==> src/rtl/fp_mul_pkg.sv <==
// Shared types and constants for the FP multiplier scheduler.
// WAIT is an uppercase enum literal here and is distinct from the lowercase wait keyword.
package fp_mul_pkg;

    typedef enum logic [1:0] {IDLE, ISSUE, WAIT, RESP} state_t;

    localparam int FP_W = 32;
    localparam logic [7:0] EXP_BIAS = 8'd127;

endpackage

==> src/rtl/fp_mul_scheduler_rr_arbiter.sv <==
// Round-robin arbiter: grants the first requester found after ptr, searching upward with wrap.
module rr_arbiter
    import fp_mul_pkg::*;
#(
    parameter int N = 4
) (
    input  logic [N-1:0]         req,
    input  logic [$clog2(N)-1:0] ptr,
    output logic [N-1:0]         gnt,
    output logic                 any
);

    localparam int PW = $clog2(N);

    logic [PW-1:0] idx;

    // Scan from farthest to nearest so the closest requester after ptr overrides earlier hits.
    always_comb begin
        gnt = '0;
        idx = '0;
        for (int i = N; i >= 1; i--) begin
            idx = PW'((int'(ptr) + i) % N);
            if (req[idx]) begin
                gnt      = '0;
                gnt[idx] = 1'b1;
            end
        end
    end

    assign any = |req;

endmodule

==> src/rtl/fp_mul_scheduler.sv <==
// Shares one FP multiplier among NREQ requesters: round-robin grant, start/done sequencing,
// watchdog abort and a held response per request.
module fp_mul_scheduler
    import fp_mul_pkg::*;
#(
    parameter int NREQ    = 4,
    parameter int TIMEOUT = 15
) (
    input  logic                   clk,
    input  logic                   rst,
    input  logic [NREQ-1:0]        req_valid,
    input  logic [NREQ*FP_W-1:0]   req_op1,
    input  logic [NREQ*FP_W-1:0]   req_op2,
    output logic [NREQ-1:0]        req_ready,
    output logic [NREQ-1:0]        rsp_valid,
    input  logic [NREQ-1:0]        rsp_ready,
    output logic [FP_W-1:0]        rsp_result,
    output logic                   rsp_overflow,
    output logic                   rsp_timeout,
    output logic                   mul_start,
    output logic [FP_W-1:0]        mul_op1,
    output logic [FP_W-1:0]        mul_op2,
    input  logic [FP_W-1:0]        mul_result,
    input  logic                   mul_done,
    input  logic                   mul_overflow
);

    localparam int PW = $clog2(NREQ);
    localparam int TW = $clog2(TIMEOUT);

    state_t          state;
    logic [PW-1:0]   rr_ptr;
    logic [PW-1:0]   cur_id;
    logic [PW-1:0]   win_id;
    logic [TW-1:0]   timer;
    logic [NREQ-1:0] gnt;
    logic            any_req;
    logic [FP_W-1:0] sel_op1;
    logic [FP_W-1:0] sel_op2;

    rr_arbiter #(.N(NREQ)) u_arb (
        .req (req_valid),
        .ptr (rr_ptr),
        .gnt (gnt),
        .any (any_req)
    );

    always_comb begin
        win_id  = '0;
        sel_op1 = '0;
        sel_op2 = '0;
        for (int i = 0; i < NREQ; i++) begin
            if (gnt[i]) begin
                win_id  = PW'(i);
                sel_op1 = req_op1[FP_W*i +: FP_W];
                sel_op2 = req_op2[FP_W*i +: FP_W];
            end
        end
    end

    // Suppressed during reset so a requester never drops a request the FSM will not take.
    assign req_ready = (state == IDLE && !rst) ? gnt : '0;

    always_ff @(posedge clk or posedge rst) begin
        if (rst) begin
            state        <= IDLE;
            rr_ptr       <= PW'(NREQ - 1);
            cur_id       <= '0;
            timer        <= '0;
            mul_start    <= 1'b0;
            mul_op1      <= '0;
            mul_op2      <= '0;
            rsp_valid    <= '0;
            rsp_result   <= '0;
            rsp_overflow <= 1'b0;
            rsp_timeout  <= 1'b0;
        end else begin
            mul_start <= 1'b0;
            case (state)
                IDLE: begin
                    if (any_req) begin
                        cur_id    <= win_id;
                        mul_op1   <= sel_op1;
                        mul_op2   <= sel_op2;
                        mul_start <= 1'b1;
                        state     <= ISSUE;
                    end
                end
                ISSUE: begin
                    timer <= '0;
                    state <= WAIT;
                end
                WAIT: begin
                    // A completion in the expiry cycle still delivers the real product.
                    if (mul_done) begin
                        rsp_result   <= mul_result;
                        rsp_overflow <= mul_overflow;
                        rsp_timeout  <= 1'b0;
                        rsp_valid    <= NREQ'(1) << cur_id;
                        mul_op1      <= '0;
                        mul_op2      <= '0;
                        state        <= RESP;
                    end else if (timer == TW'(TIMEOUT - 1)) begin
                        rsp_result   <= '0;
                        rsp_overflow <= 1'b0;
                        rsp_timeout  <= 1'b1;
                        rsp_valid    <= NREQ'(1) << cur_id;
                        mul_op1      <= '0;
                        mul_op2      <= '0;
                        state        <= RESP;
                    end else begin
                        timer <= timer + TW'(1);
                    end
                end
                RESP: begin
                    if (rsp_ready[cur_id]) begin
                        rsp_valid    <= '0;
                        rsp_result   <= '0;
                        rsp_overflow <= 1'b0;
                        rsp_timeout  <= 1'b0;
                        rr_ptr       <= cur_id;
                        state        <= IDLE;
                    end
                end
                default: state <= IDLE;
            endcase
        end
    end

endmodule

==> config.mk <==
export PLATFORM = sky130hd
export DESIGN_NAME = fp_mul_scheduler
export DESIGN_NICKNAME = d
export VERILOG_FILES = /design/src/rtl/fp_mul_pkg.sv /design/src/rtl/fp_mul_scheduler_rr_arbiter.sv /design/src/rtl/fp_mul_scheduler.sv
export SDC_FILE = /design/constraint.sdc
export NUM_CORES = 1
export LEC_CHECK = 0
export BUFFER_PORTS_ARGS = -buffer_cell sky130_fd_sc_hd__buf_2
export CAP_MARGIN = 5
export CORE_AREA = 2 2 160 162
export DETAILED_ROUTE_END_ITERATION = 10
export DIE_AREA = 0 0 162 164
export HOLD_SLACK_MARGIN = 0.1
export PLACE_DENSITY = 0.54
export SYNTH_ARGS = -nofsm -noshare
export SYNTH_HDL_FRONTEND = slang
export SYNTH_SLANG_ARGS = --single-unit
==> constraint.sdc <==
create_clock -name clk -period 8.6 [get_ports clk]
set_clock_uncertainty 0.1 [all_clocks]
set_input_delay 1.72 -clock clk [delete_from_list [all_inputs] [get_ports clk]]
set_output_delay 1.72 -clock clk [all_outputs]
set_load 0.005 [all_outputs]
==> Word-level counts from Yosys, hierarchy flattened <==
Cells that the tools add are included.
{ "classes": {"n_lt_le_gt_ge": 9, "add_sub_neg": 5, "bitwise": 0, "div": 0, "n_shift": 1, "n_mul": 0, "eq_ne": 9, "n_reduce_logical": 17, "muxes": 64} }
{ "op_table": {"columns": ["cell", "n"], "rows": [
  ["32-bit two-way mux", 14],
  ["32-bit case mux with 2 select lines", 3],
  ["4-bit two-way mux", 10],
  ["1-bit two-way mux", 17],
  ["4-bit case mux with 2 select lines", 2],
  ["2-bit by 3-bit less-than comparator with 1-bit output, second input constant", 5],
  ["2-bit two-way mux", 6],
  ["3-bit AND reduction", 4],
  ["1-bit binary-select mux with 2-bit select", 5],
  ["1-bit demux with 2-bit select", 4],
  ["2-bit by 1-bit greater-or-equal comparator with 1-bit output, second input constant", 4],
  ["2-bit inequality test, second input constant", 4],
  ["2-bit case mux with 4 select lines", 1],
  ["2-bit nonzero test", 3],
  ["1-bit logical AND", 5],
  ["2-bit by 1-bit adder with 2-bit output, second input constant", 2],
  ["2-bit adder, second input constant", 2],
  ["4-bit by 1-bit adder with 4-bit output, second input constant", 1],
  ["2-bit equality test, second input constant", 2],
  ["4-bit equality test, second input constant", 1],
  ["1-bit case mux with 2 select lines", 2],
  ["2-bit AND reduction", 2],
  ["4-bit OR reduction", 1],
  ["1-bit by 2-bit << shifter with 4-bit output, first input constant", 1],
  ["other kinds (4)", 4]
]} }
{ "totals": {"output_inout_bits": 107, "register_bits": 113, "in_bits": 300, "memories": 0, "latchBits": 0, "romBits": 0, "ram_bits": 0} }

==> Longest topological paths before layout <==
Gate-level depths: netlist of run 1.
{ "depth": {"word_depth": 15, "depth_mapped": 12, "ltp_nobuf": 8} }

==> Hierarchy <==
Synthesis of run 1 repeated with hierarchy kept, for this count alone.
{ "hier_totals": {"cells_unflattened": 604, "hier_area_um2": 6163.4} }
{ "by_module_without_submodules": {"columns": ["mod", "n_inst", "cells_per_inst", "area_per_inst_um2"], "rows": [
  ["fp_mul_scheduler", 1, 558, 5755.5],
  ["rr_arbiter", 1, 46, 407.9]
]} }

==> Worst setup path after synthesis of run 1 <==
OpenSTA, ideal clock, no wires.
{ "synth_path": {"path_type": "input to output", "from": "input port rst", "to": "output port req_ready[1]", "arrival_ns": 4.685, "stages": 3, "slack_ns": 2.095, "cell_sequence": "inv_1 nand2_1 nor2b_1"} }
{ "synth_between": {"elab_chain_cells": 3} }
{ "synth_lines": {"columns": ["item", "line_no", "text"], "rows": [
  ["from (decl)", "fp_mul_scheduler.sv:10", "input logic rst,"],
  ["1-bit zero test (no line)", null, null],
  ["1-bit logical AND", "fp_mul_scheduler.sv:62", "assign req_ready = (state == IDLE && !rst) ? gnt : '0;"],
  ["4-bit two-way mux", "fp_mul_scheduler.sv:62", null],
  ["to (decl)", "fp_mul_scheduler.sv:14", "output logic [NREQ-1:0] req_ready,"]
]} }
Every way passes these cells.

==> Worst setup path after layout of run 1 <==
{ "layout_path": {"from": "input port req_valid[0]", "to": "output port req_ready[3]"} }
{ "layout_between": {"elab_chain_cells": 7, "word_cells_on_any_way": 13, "classes_between": "13 x mux"} }
{ "layout_lines": {"columns": ["item", "line_no", "text"], "rows": [
  ["from (decl)", "fp_mul_scheduler.sv:11", "input logic [NREQ-1:0] req_valid,"],
  ["1-bit binary-select mux with 2-bit select", "fp_mul_scheduler_rr_arbiter.sv:23", "if (req[idx]) begin"],
  ["1-bit two-way mux (not written as such)", "fp_mul_scheduler_rr_arbiter.sv:23", null],
  ["4-bit two-way mux (3 in series)", "fp_mul_scheduler_rr_arbiter.sv:23", null],
  ["4-bit two-way mux *", "fp_mul_scheduler_rr_arbiter.sv:23", null],
  ["4-bit two-way mux *", "fp_mul_scheduler.sv:62", null]
]} }
Mark *: on every way between the ends. The rest lies on a longest branch, timed or not. The select of a mux whose other input is x is not followed.

==> flow_summary.json, run 1 <==
{
  "status": "complete, no violations",
  "rsz0062_at_grt": "false",
  "hold_buffers": 0,
  "grt_start_max_net_pins": 72,
  "wl_per_cell_um": 20.3,
  "cap_violations": 0,
  "tightest_slew_ps": 903,
  "vias": 7784,
  "cts_tree": "yes",
  "fin_total_pwr_mw": 3.53,
  "worstPathRequired_ps": 6780,
  "core_area_mm2": 0.0248,
  "ys_ff_latch": 113,
  "grt_pass1_wl_mm": 43.4,
  "detail-route-antenna-nets": 0,
  "ys_seq_area_share_pct": 41.1,
  "grt_usage_pct": 21.2,
  "ys_warn_count": 0,
  "synth-edff-count": 0,
  "cts_buffers": 17,
  "drt_first_pass_iters": 5,
  "cts_resized": 0,
  "synth_top_area_share_pct": 40.3,
  "globalplace.congestion": 0.834,
  "routed_wl_mm": 29.1,
  "period_minus_slack_ps": 5220,
  "worst_slack_ps": 3380,
  "multiInputGateArea_mm2": 0.00362,
  "drive_gt1_share_pct": 43.5,
  "async_flop_share_pct": 100,
  "die_area_mm2": 0.0266,
  "syn-cell-area_mm2": 0.00688,
  "cp-end-kind": "output port",
  "num_rows": 58,
  "clock_path_buffers": 2,
  "p_leak_nw": 5.11,
  "dominantRegCellSynth": "dfrtp_1",
  "criticalPathCategory": "in2out",
  "postLayoutCoreUtil_pct": 38.8,
  "cts_setup_buffers": 0,
  "postSynthAreaPerCell_um2": 9.53,
  "root_buffer": "clkbuf_16",
  "final.setup.tns_ps": 0,
  "stdcell_area_mm2": 0.00964,
  "grt_pass1_vias": 7670,
  "die_w_um": 162,
  "dp_hpwl_mm": 20.1,
  "max_slew_margin_pct": 39.8,
  "drcViolationCount": 0,
  "synthesis.nets": 1035,
  "drv_slew": 0,
  "initial_utilization_pct": 27.7,
  "fmaxAchievable_mhz": 192,
  "place_area_mm2": 0.00904,
  "cp.arrival_ps": 3400,
  "vias_per_cell": 5.44,
  "synth_most_common_cell": "nand2_1",
  "cp_max_fo": 8,
  "finalSetupViolCount": 0,
  "seq_area_mm2": 0.00283,
  "dp_slack_ps": 3390,
  "synth.distinct_cells": 42,
  "num_io_pins": 407,
  "final_nets": 1392,
  "synth_area_leaders": "dfrtp_1 (40%), a221o_1 (9.5%), a41o_1 (9.2%)",
  "fillers": 2578,
  "ir_worst_vdd_uv": 205,
  "numPortBuffers": 406,
  "hold_viol": 0,
  "cts.htree.levels": 4,
  "cp-start-kind": "input port",
  "clock_latency_ps": 420,
  "overflow": 0,
  "antenna_found_initial": 12,
  "synth_top_area_cell": "dfrtp_1",
  "die_y_um": 164,
  "synthTopCellsByCount": "nand2_1 (143), dfrtp_1 (111), o21ai_0 (105)",
  "cts.sinks": 113,
  "power_density_mw_per_mm2": 366,
  "drt_iter0_markers": 511,
  "synthCells": 722,
  "hold_class": "reg2reg",
  "area_growth_pct": 40.1,
  "finalCritPeriodShare_pct": 60.7,
  "path_clk_slew_ps": 60
}
-- cells in the final DEF (no fill, tap or decap), types with 3 or more instances in the layout --
master     synthesis  routed
buf_2              5     406
dfrtp_1          111     111
ha_1              13      13
a41o_1            63      63
a32oi_1           64      64
nor2b_1            6       4
clkbuf_16          0      17
nand2_1          143     142
diode_2            0      10
a221o_1           65      64
mux4_2             5       5
inv_1             11      10
a21oi_1            5       5
nand3b_1           3       3
buf_4              0      14
o21ai_0          105     105
inv_6              0       7
nor2_1            10       9
nand3_1            3       3
-- per-layer routing --
metal / track usage, % / share of wire, % / routed length [um]
met1: 26.0 / 40 / 11700
met2: 34.6 / 48 / 14000
met3: 6.62 / 9.4 / 2730
met4: 8.57 / 2.2 / 638
met5: 0 / 0.19 / 55
-- logic make-up after synthesis --
group / Yosys count / share of synthesized area [%]
AOI/OAI and AO/OA: 315 / 36.4
adders and majority gates: 13 / 2.36
muxes: 7 / 1.96
xor gates and xnor gates: 2 / 0.254
and+or+nand+nor: 179 / 11.1
DFF: 113 / 41.1
buffers and inverters: 93 / 6.80
-- per-stage QoR --
| stage | cells | hold slack (ps) |
|---|---|---|
| 6_report | 1432 | 380 |
| 5_1_grt | 1428 | 408 |
| 4_1_cts | 1422 | 381 |
| 3_5_place_dp | 1390 | 366 |
| 3_3_place_gp | 1390 | 357 |
| 2_1_floorplan | 722 | 373 |
-- where the power goes --
| part | switching, mW | internal (mW) | total [mW] |
|---|---|---|---|
| Sequential | 0.110 | 0.717 | 0.827 |
| Clock | 0.305 | 0.407 | 0.713 |
| Combinational | 1.26 | 0.734 | 1.99 |
| Total | 1.67 | 1.86 | 3.53 |
-- final timing paths --
check | slack, ps | end | cells after the start | from
setup / recovery | 3380 | req_ready[3] | 7 | req_valid[0]
hold / removal | 380 | rsp_result[3] | 2 | rsp_result[3]
setup reg to reg | 4070 | mul_op1[8] | 10 | rr_ptr[0]
hold reg to reg | 380 | rsp_result[3] | 2 | rsp_result[3]
max in group asynchronous | 6210 | mul_op2[15] | 3 | rst
min in group asynchronous | 1120 | rsp_result[23] | 2 | rst
-- worst max-delay path, cell delays in order --
cell and delay [ps]:
buf_2 130, mux4_2 550, nand3b_1 200, a221o_2 390, and2_1 180, nor2_1 110
buf_2 120
-- registers in the layout, summed over array words and instances (netlist names) --
| signal | count |
|---|---|
| mul_start | 1 |
| timer | 4 |
| rsp_result | 32 |
| cur_id | 2 |
| mul_op1 | 32 |
| mul_op2 | 32 |
| rr_ptr | 2 |
| rsp_timeout | 1 |
| state | 2 |
| rsp_overflow | 1 |
| rsp_valid | 4 |
-- cell type report --
type	instances	share of cell area, %
sequential	113	29.4
tap	330	4.28
inverter	11	0.454
timing repair buffer	420	22.2
clock buffer	17	4.41
antenna	10	0.260
multi-input combinational	516	37.5
clock inverter	15	1.53
Note: power is estimated with default switching activity, not from simulation.
==> inputs of run 2 (changes only) <==
==> constraint.sdc (replaced) <==
create_clock -name clk -period 5.25 [get_ports clk]
set_clock_uncertainty 0.1 [all_clocks]
set_input_delay 1.05 -clock clk [delete_from_list [all_inputs] [get_ports clk]]
set_output_delay 1.05 -clock clk [all_outputs]
set_load 0.005 [all_outputs]
==> flow_summary.json, run 2 (same netlist as run 1, synthesis figures left out) <==
{
  "top_layer": "met5",
  "final_nets": 1393,
  "seq_area_mm2": 0.00283,
  "place_area_mm2": 0.00906,
  "wl_per_cell_um": 20.6,
  "worst_slack_ps": 703,
  "root_buffer": "clkbuf_16",
  "hold_class": "reg2reg",
  "seq_power_share_pct": 23.2,
  "reg_top3": "mul_op1 (32), mul_op2 (32), rsp_result (32)",
  "cts.htree.levels": 4,
  "postLayoutCoreUtil_pct": 38.9,
  "drcViolationCount": 0,
  "drt_iter0_markers": 591,
  "rsz0062_at_grt": "false",
  "p_leak_nw": 5.13,
  "criticalPathCategory": "reg2out",
  "cts.sinks": 113,
  "p_int_mw": 3.11,
  "wl_met2_mm": 14.2,
  "dp_hpwl_mm": 20.5,
  "vias": 7687,
  "finalSetupViolCount": 0,
  "grt_pass1_wl_mm": 43.9,
  "worst-r2r-cell-count": 9,
  "drive_gt1_share_pct": 43.5,
  "drt_first_pass_iters": 5,
  "hold_viol": 0,
  "fmaxAchievable_mhz": 220,
  "cts_buffers": 17,
  "worstPathRequired_ps": 4100,
  "layout_commonest_cell": "buf_2",
  "period_minus_slack_ps": 4550,
  "ir_worst_vdd_uv": 319,
  "met1_length_mm": 12.1,
  "num_rows": 58,
  "cts_setup_buffers": 0,
  "grt_pass1_vias": 7556,
  "multiInputGateArea_mm2": 0.00362,
  "routed_wl_mm": 29.4,
  "grt_usage_pct": 21.3,
  "clock_path_buffers": 2,
  "vias_per_cell": 5.39,
  "grt_start_max_net_pins": 72,
  "cts_resized": 0,
  "fillers": 2606,
  "cp-start-kind": "register",
  "initial_utilization_pct": 27.7,
  "stdcell_area_mm2": 0.00967,
  "overflow": 0,
  "p_clk_share_pct": 20.5,
  "path_clk_slew_ps": 60,
  "power_switching_mw": 2.73,
  "layout_common_cells": "buf_2 (406), nand2_1 (142), dfrtp_1 (111), o21ai_0 (105)",
  "met3_wirelength_mm": 2.46,
  "final.setup.tns_ps": 0,
  "die_area_mm2": 0.0266,
  "cp-end-kind": "output port",
  "whs_path_depth": 2,
  "globalplace.congestion": 0.812,
  "cp_max_fo": 26,
  "die_y_um": 164,
  "detail-route-antenna-nets": 0,
  "max_slew_margin_pct": 41.3,
  "tightest_slew_ps": 880,
  "combPwrFrac_pct": 56.3,
  "numPortBuffers": 406,
  "drv_slew": 0,
  "num_io_pins": 407,
  "dp_slack_ps": 1050,
  "finalCritPeriodShare_pct": 86.6,
  "antenna_found_initial": 3,
  "clock_latency_ps": 410,
  "cp.arrival_ps": 3400,
  "cap_violations": 0,
  "power_density_mw_per_mm2": 603,
  "hold_buffers": 0,
  "die_w_um": 162,
  "switching_share_pct": 46.7,
  "cts_tree": "yes",
  "area_growth_pct": 40.4,
  "core_area_mm2": 0.0248,
  "status": "complete, no violations"
}
-- run 2: path summary, 6_finish.rpt --
check / slack [ps] / start / to
setup / recovery: 700 / rr_ptr[0] / req_ready[3]
min in group asynchronous: 810 / rst / timer[0]
hold reg to reg: 380 / rsp_result[3] / rsp_result[3]
max in group asynchronous: 2880 / rst / mul_op2[18]
hold / removal: 380 / rsp_result[3] / rsp_result[3]
setup reg to reg: 1280 / rr_ptr[0] / mul_op2[1]
-- run 2: through the flow --
step           total power, mW  hold slack (ps)  cells
6_report                  5.83              376   1425
2_1_floorplan             3.65              373    722
5_1_grt                   6.29              399   1423
4_1_cts                   5.90              385   1423
3_5_place_dp              4.67              369   1391
3_3_place_gp              4.62              357   1391
-- run 2: per-layer routing --
| metal | global-route usage [%] | up-vias |
|---|---|---|
| met4 | 6.84 | 4 |
| li1 | - | 3584 |
| met3 | 5.81 | 40 |
| met1 | 27.0 | 3671 |
| met5 | 0 | - |
| met2 | 35.2 | 388 |
-- run 2: layout make-up --
type	instances	area share (%)
antenna	2	0.0518
clock buffer	17	4.40
clock inverter	15	1.79
inverter	11	0.453
multi-input combinational	516	37.4
sequential	113	29.3
tap	330	4.27
timing repair buffer	421	22.3
-- run 2: power by group through the flow --
| stage | combinational [mW] | sequential [mW] | clock [mW] |
|---|---|---|---|
| finish | 3.28 | 1.35 | 1.19 |
| global route | 3.62 | 1.39 | 1.28 |
| CTS | 3.31 | 1.36 | 1.23 |
| detailed placement | 3.31 | 1.36 | 0 |
| global placement | 3.26 | 1.36 | 0 |
| floorplan | 2.29 | 1.36 | 0 |
-- run 2: worst max-delay path: stages (launching register included) --
cell and delay [ps]:
dfstp_2 660, inv_1 110, ha_1 330, mux4_2 580
nand3b_1 190, a221o_2 580, and2_1 250, nor2_1 140
buf_2 130
